[config.mk]
export PLATFORM = sky130hd
export DESIGN_NAME = deadtime_gen
export DESIGN_NICKNAME = d
export VERILOG_FILES = /design/src/rtl/deadtime_gen.sv
export SDC_FILE = /design/constraint.sdc
export NUM_CORES = 1
export LEC_CHECK = 0
export CAP_MARGIN = 20
export CORE_ASPECT_RATIO = 1.5
export CORE_MARGIN = 4
export CORE_UTILIZATION = 54
export DETAILED_ROUTE_END_ITERATION = 10
export HOLD_SLACK_MARGIN = 0.06
export PLACE_DENSITY = 0.79
export SLEW_MARGIN = 20
export SYNTH_ARGS = -nofsm -noshare
export SYNTH_HDL_FRONTEND = slang
export SYNTH_SLANG_ARGS = --single-unit
export TNS_END_PERCENT = 50
[constraint.sdc]
create_clock -name clk -period 1.98 [get_ports clk]
set_input_delay 0.297 -clock clk [delete_from_list [all_inputs] [get_ports clk]]
set_output_delay 0.297 -clock clk [all_outputs]
set_load 0.01 [all_outputs]
[src/rtl/deadtime_gen.sv]
// Half-bridge dead-time generator: turns one PWM command into complementary
// high/low gate drives with a programmable dead interval. Define DEADTIME_SYNC_EN to add
// two-flop synchronizers on pwm_in and en.
module deadtime_gen #(
    parameter int DT_BITS = 8
) (
    input  logic               clk,
    input  logic               rst,
    input  logic               en,
    input  logic               pwm_in,
    input  logic [DT_BITS-1:0] dt,
    output logic               hs_out,
    output logic               ls_out,
    output logic               busy
);

    typedef enum logic [2:0] {
        OFF   = 3'd0,
        LOW   = 3'd1,
        DT_LH = 3'd2,
        HIGH  = 3'd3,
        DT_HL = 3'd4
    } state_t;

    localparam logic [DT_BITS-1:0] CNT_ONE = DT_BITS'(1);

    logic               pwm_s;
    logic               en_s;
    state_t             state_q;
    state_t             state_d;
    logic [DT_BITS-1:0] cnt_q;
    logic [DT_BITS-1:0] cnt_d;
    logic               hs_q;
    logic               ls_q;
    logic               busy_q;

    // Counter preload: dt=0 still yields one dead cycle.
    function automatic logic [DT_BITS-1:0] dt_load(input logic [DT_BITS-1:0] d);
        if (d == '0) begin
            dt_load = '0;
        end else begin
            dt_load = d - CNT_ONE;
        end
    endfunction

`ifdef DEADTIME_SYNC_EN
    logic [1:0] pwm_sync_q;
    logic [1:0] en_sync_q;

    // Two-flop synchronizers for asynchronous pwm_in and en.
    always_ff @(posedge clk or posedge rst) begin
        if (rst) begin
            pwm_sync_q <= 2'b00;
            en_sync_q  <= 2'b00;
        end else begin
            pwm_sync_q <= {pwm_sync_q[0], pwm_in};
            en_sync_q  <= {en_sync_q[0], en};
        end
    end

    assign pwm_s = pwm_sync_q[1];
    assign en_s  = en_sync_q[1];
`else
    assign pwm_s = pwm_in;
    assign en_s  = en;
`endif

    // Next-state and dead-time counter logic; disable overrides everything.
    always_comb begin
        state_d = state_q;
        cnt_d   = cnt_q;
        if (!en_s) begin
            state_d = OFF;
            cnt_d   = '0;
        end else begin
            case (state_q)
                OFF: begin
                    state_d = pwm_s ? HIGH : LOW;
                    cnt_d   = '0;
                end
                LOW: begin
                    if (pwm_s) begin
                        state_d = DT_LH;
                        cnt_d   = dt_load(dt);
                    end else begin
                        state_d = LOW;
                    end
                end
                DT_LH: begin
                    if (!pwm_s) begin
                        state_d = LOW;
                        cnt_d   = '0;
                    end else if (cnt_q == '0) begin
                        state_d = HIGH;
                    end else begin
                        cnt_d = cnt_q - CNT_ONE;
                    end
                end
                HIGH: begin
                    if (!pwm_s) begin
                        state_d = DT_HL;
                        cnt_d   = dt_load(dt);
                    end else begin
                        state_d = HIGH;
                    end
                end
                DT_HL: begin
                    if (pwm_s) begin
                        state_d = HIGH;
                        cnt_d   = '0;
                    end else if (cnt_q == '0) begin
                        state_d = LOW;
                    end else begin
                        cnt_d = cnt_q - CNT_ONE;
                    end
                end
                default: begin
                    state_d = OFF;
                    cnt_d   = '0;
                end
            endcase
        end
    end

    // State, counter and outputs decoded from the next state so they switch together.
    always_ff @(posedge clk or posedge rst) begin
        if (rst) begin
            state_q <= OFF;
            cnt_q   <= '0;
            hs_q    <= 1'b0;
            ls_q    <= 1'b0;
            busy_q  <= 1'b0;
        end else begin
            state_q <= state_d;
            cnt_q   <= cnt_d;
            hs_q    <= (state_d == HIGH);
            ls_q    <= (state_d == LOW);
            busy_q  <= (state_d == DT_LH) || (state_d == DT_HL);
        end
    end

    assign hs_out = hs_q;
    assign ls_out = ls_q;
    assign busy   = busy_q;

endmodule

==> impl_metrics.csv <==
group,metric,value,unit
run_status,status,"completed",
sta,fmax,539,MHz
sta,setup_viol,0,
global_route,grt_max_degree,15,
synthesis,synth_area_leaders,"dfrtp_1, o21ai_0, ha_1",
power,vdd_drop_max,472,uV
placed_design,port_buffers,14,
global_route,grt_pass1_vias,1163,
route,vias,1093,
power,p_total,748,uW
worst_setup_path,path_class,"input port to flip-flop",
clock_network,cts_setup_buffers,0,
clock_network,cts_hold_buf,0,
placed_design,globalplace.congestion,0.892,
worst_setup_path,r2r_setup_slack,0.23,ns
global_route,overflow,0,
placed_design,dp_hpwl,2230,um
die,coreArea,0.00190,mm^2
synthesis,ys_async_sr_fraction,100,%
clock_network,cts_buffers,3,
global_route,grt_first_pass_wirelength,5000,um
synthesis,synth_top_area_share,31.5,%
synthesis,yosysTopAreaCell,"dfrtp_1",
die,initial_core_util,58.6,%
cells_and_area,nets,179,
route,wl_per_cell,15.1,um
die,num_io_pins,15,
worst_setup_path,cp_max_fo,6,
global_route,grt_use_met2,41.7,%
die,die_area,0.00287,mm^2
synthesis,avgSynthCellArea,8.57,um^2
worst_setup_path,reg2reg_from,"cnt_q[0]$_DFFE_PP0P_",
sta,final.setup.tns,0,ns
route,dr.pass1.iters,4,
sta,maxSlewHeadroom,63.1,%
sta,skew,0.00503,ns
hold_path,min_path_type,"input port to asynchronous set/reset pin",
power,power.density,526,mW/mm^2
die,die_width,45.1,um
cells_and_area,instances_no_fill,182,
clock_network,clkLatencyLatePin,0.28,ns
sta,slew_violations,0,
clock_network,clk_pin_slew,0.08,ns
placed_design,placement.setup.worst_slack,-0.173,ns
sta,finalCriticalPeriod,1.86,ns
synthesis,synth-seq-cells,14,
synthesis,yosysWarnings,0,
sta,rsz0062_at_grt,"no",
worst_setup_path,worstPathArrival,2.03,ns
worst_setup_path,cp-start-kind,"input port",
placed_design,dp.cells,179,
synthesis,syn_inst,130,
global_route,use_met1,25.0,%
clock_network,cts.repair.resized,0,
global_route,busiest_layer,"met2",
cells_and_area,num_antenna_cells,0,
synthesis,synth_flop_cell,"dfrtp_1",
job,maxCapViolations,0,
clock_network,cts_root_buffer,"clkbuf_4",
route,ant_nets,0,
worst_setup_path,crit_required,2.16,ns
synthesis,synth_cell_type_count,41,
sta,hold_viol,0,
clock_network,cts_tree,"built",
clock_network,clkSinkCount,14,
die,die_h,63.6,um
synthesis,synth_edf_count,0,
sta,finalWorstSetupSlack,0.123,ns
synthesis,syn-cell-area,0.00111,mm^2
clock_network,clockBufferDepth,2,
synthesis,synth_nets,146,
sta,hold_slack,0.354,ns
sta,min_period_over_period,93.8,%
clock_network,h-tree-depth,1,
route,drc_errors,0,
cells_and_area,drive_gt1_share,18.0,%
worst_setup_path,endpoint_kind,"flip-flop",
cells_and_area,syn2layout_area_growth,27.6,%
die,rows,19,
worst_setup_path,ff2ff_path_depth,7,
worst_setup_path,r2r_end,"state_q[0]$_DFF_PP0_",
sta,tightest_slew,0.553,ns
synthesis,seq_area_frac_synth,31.5,%
route,drtIter0Drc,41,
global_route,antenna_found_initial,0,
global_route,track_usage,22.8,%
route,viasPerCell,6.01,
route,totalWireLength,2750,um
power,p_leak,0.634,nW
global_route,grtUsageMet3,1.99,%
worst_setup_path,startpoint,"dt[5]",
logic make-up (layout without fill, tap and decap cells):
family                   count (synthesis)  in the layout  synth area share, %
XOR/XNOR                                 6              6                 4.72
buffers and inverters                   15             46                 5.73
AO/OA/AOI/OAI                           41             41                 25.8
multiplexers                             3              3                 2.92
AND/OR/NAND/NOR                         47             47                 24.8
flip-flops                              14             14                 31.5
adder cells (fa/ha/maj)                  4              4                 4.49
worst max-delay path by stage:
| stage | to | slack, ns | cells after the start |
|---|---|---|---|
| global route | cnt_q[3]$_DFFE_PP0P_ | 0.009 | 6 |
| global placement | cnt_q[7]$_DFFE_PP0P_ | -0.14 | 6 |
| floorplan | cnt_q[7]$_DFFE_PP0P_ | 0.32 | 5 |
| finish | cnt_q[0]$_DFFE_PP0P_ | 0.12 | 6 |
| detailed placement | cnt_q[7]$_DFFE_PP0P_ | -0.17 | 6 |
| CTS | cnt_q[0]$_DFFE_PP0P_ | 0.13 | 6 |
stage by stage:
step	instance area, um^2	utilization, %
6_report	1420	74.7
5_1_grt	1420	74.7
4_1_cts	1420	74.4
3_5_place_dp	1390	73.2
3_3_place_gp	1390	73.2
2_1_floorplan	1110	-
area by class of cell:
| type | instances | area, um^2 |
|---|---|---|
| Clock buffer | 3 | 22.5 |
| Timing Repair Buffer | 32 | 275 |
| Fill cell | 166 | 480 |
| Sequential cell | 14 | 352 |
| Multi-Input combinational cell | 101 | 704 |
| Inverter | 11 | 41.3 |
| Tap cell | 21 | 26.3 |
Yosys cell counts (all sizes together) (2+ instances only):
library cell  instances
o211ai                2
nor3b                 2
nand3                 4
xnor2                 5
o21ai                11
nand2                 8
o31ai                 3
dfrtp                14
ha                    4
nor4                  3
nand3b                2
o22ai                 4
a22o                  4
and3                  3
nor2                 10
or4                   3
a21oi                 8
and2                  2
inv                  11
o21a                  2
nand2b                4
clkbuf                3
mux2                  2
layer usage:
| layer | up-vias | part of all wire, % |
|---|---|---|
| met5 | - | 0 |
| met4 | 0 | 2.9 |
| met3 | 8 | 2.7 |
| met2 | 33 | 55 |
| met1 | 512 | 40 |
| li1 | 540 | - |
registers in the layout, indices dropped and copies added, names as in the netlist:
name,count
hs_out,1
state_q,3
busy,1
cnt_q,8
ls_out,1
worst max-delay path, cell delays in order:
cell             delay (ns)
clkdlybuf4s50_1        0.42
or4_4                  0.57
o41ai_4                0.22
buf_4                  0.20
o22ai_1                0.08
a22o_1                 0.23
power breakdown:
| group | total (mW) | leakage [nW] | internal [mW] | switching, mW |
|---|---|---|---|---|
| Combinational | 0.264 | 0.433 | 0.134 | 0.130 |
| Clock | 0.161 | 0.0138 | 0.0706 | 0.0909 |
| Sequential | 0.322 | 0.187 | 0.301 | 0.0212 |
| Total | 0.748 | 0.634 | 0.505 | 0.242 |
cells in the final DEF (no fill, tap or decap), drive strengths merged, types with 2 or more instances in the layout:
master	n
o211ai	2
mux2	2
and3	3
nor2	10
nand3	4
o21a	2
xnor2	5
and2	2
clkdlybuf4s50	14
or4	3
nor3b	2
buf	18
ha	4
o21ai	11
a22o	4
inv	11
nor4	3
clkbuf	3
o31ai	3
nand3b	2
o22ai	4
nand2b	4
a21oi	8
nand2	8
dfrtp	14
Note: power is estimated with default switching activity, not from simulation.
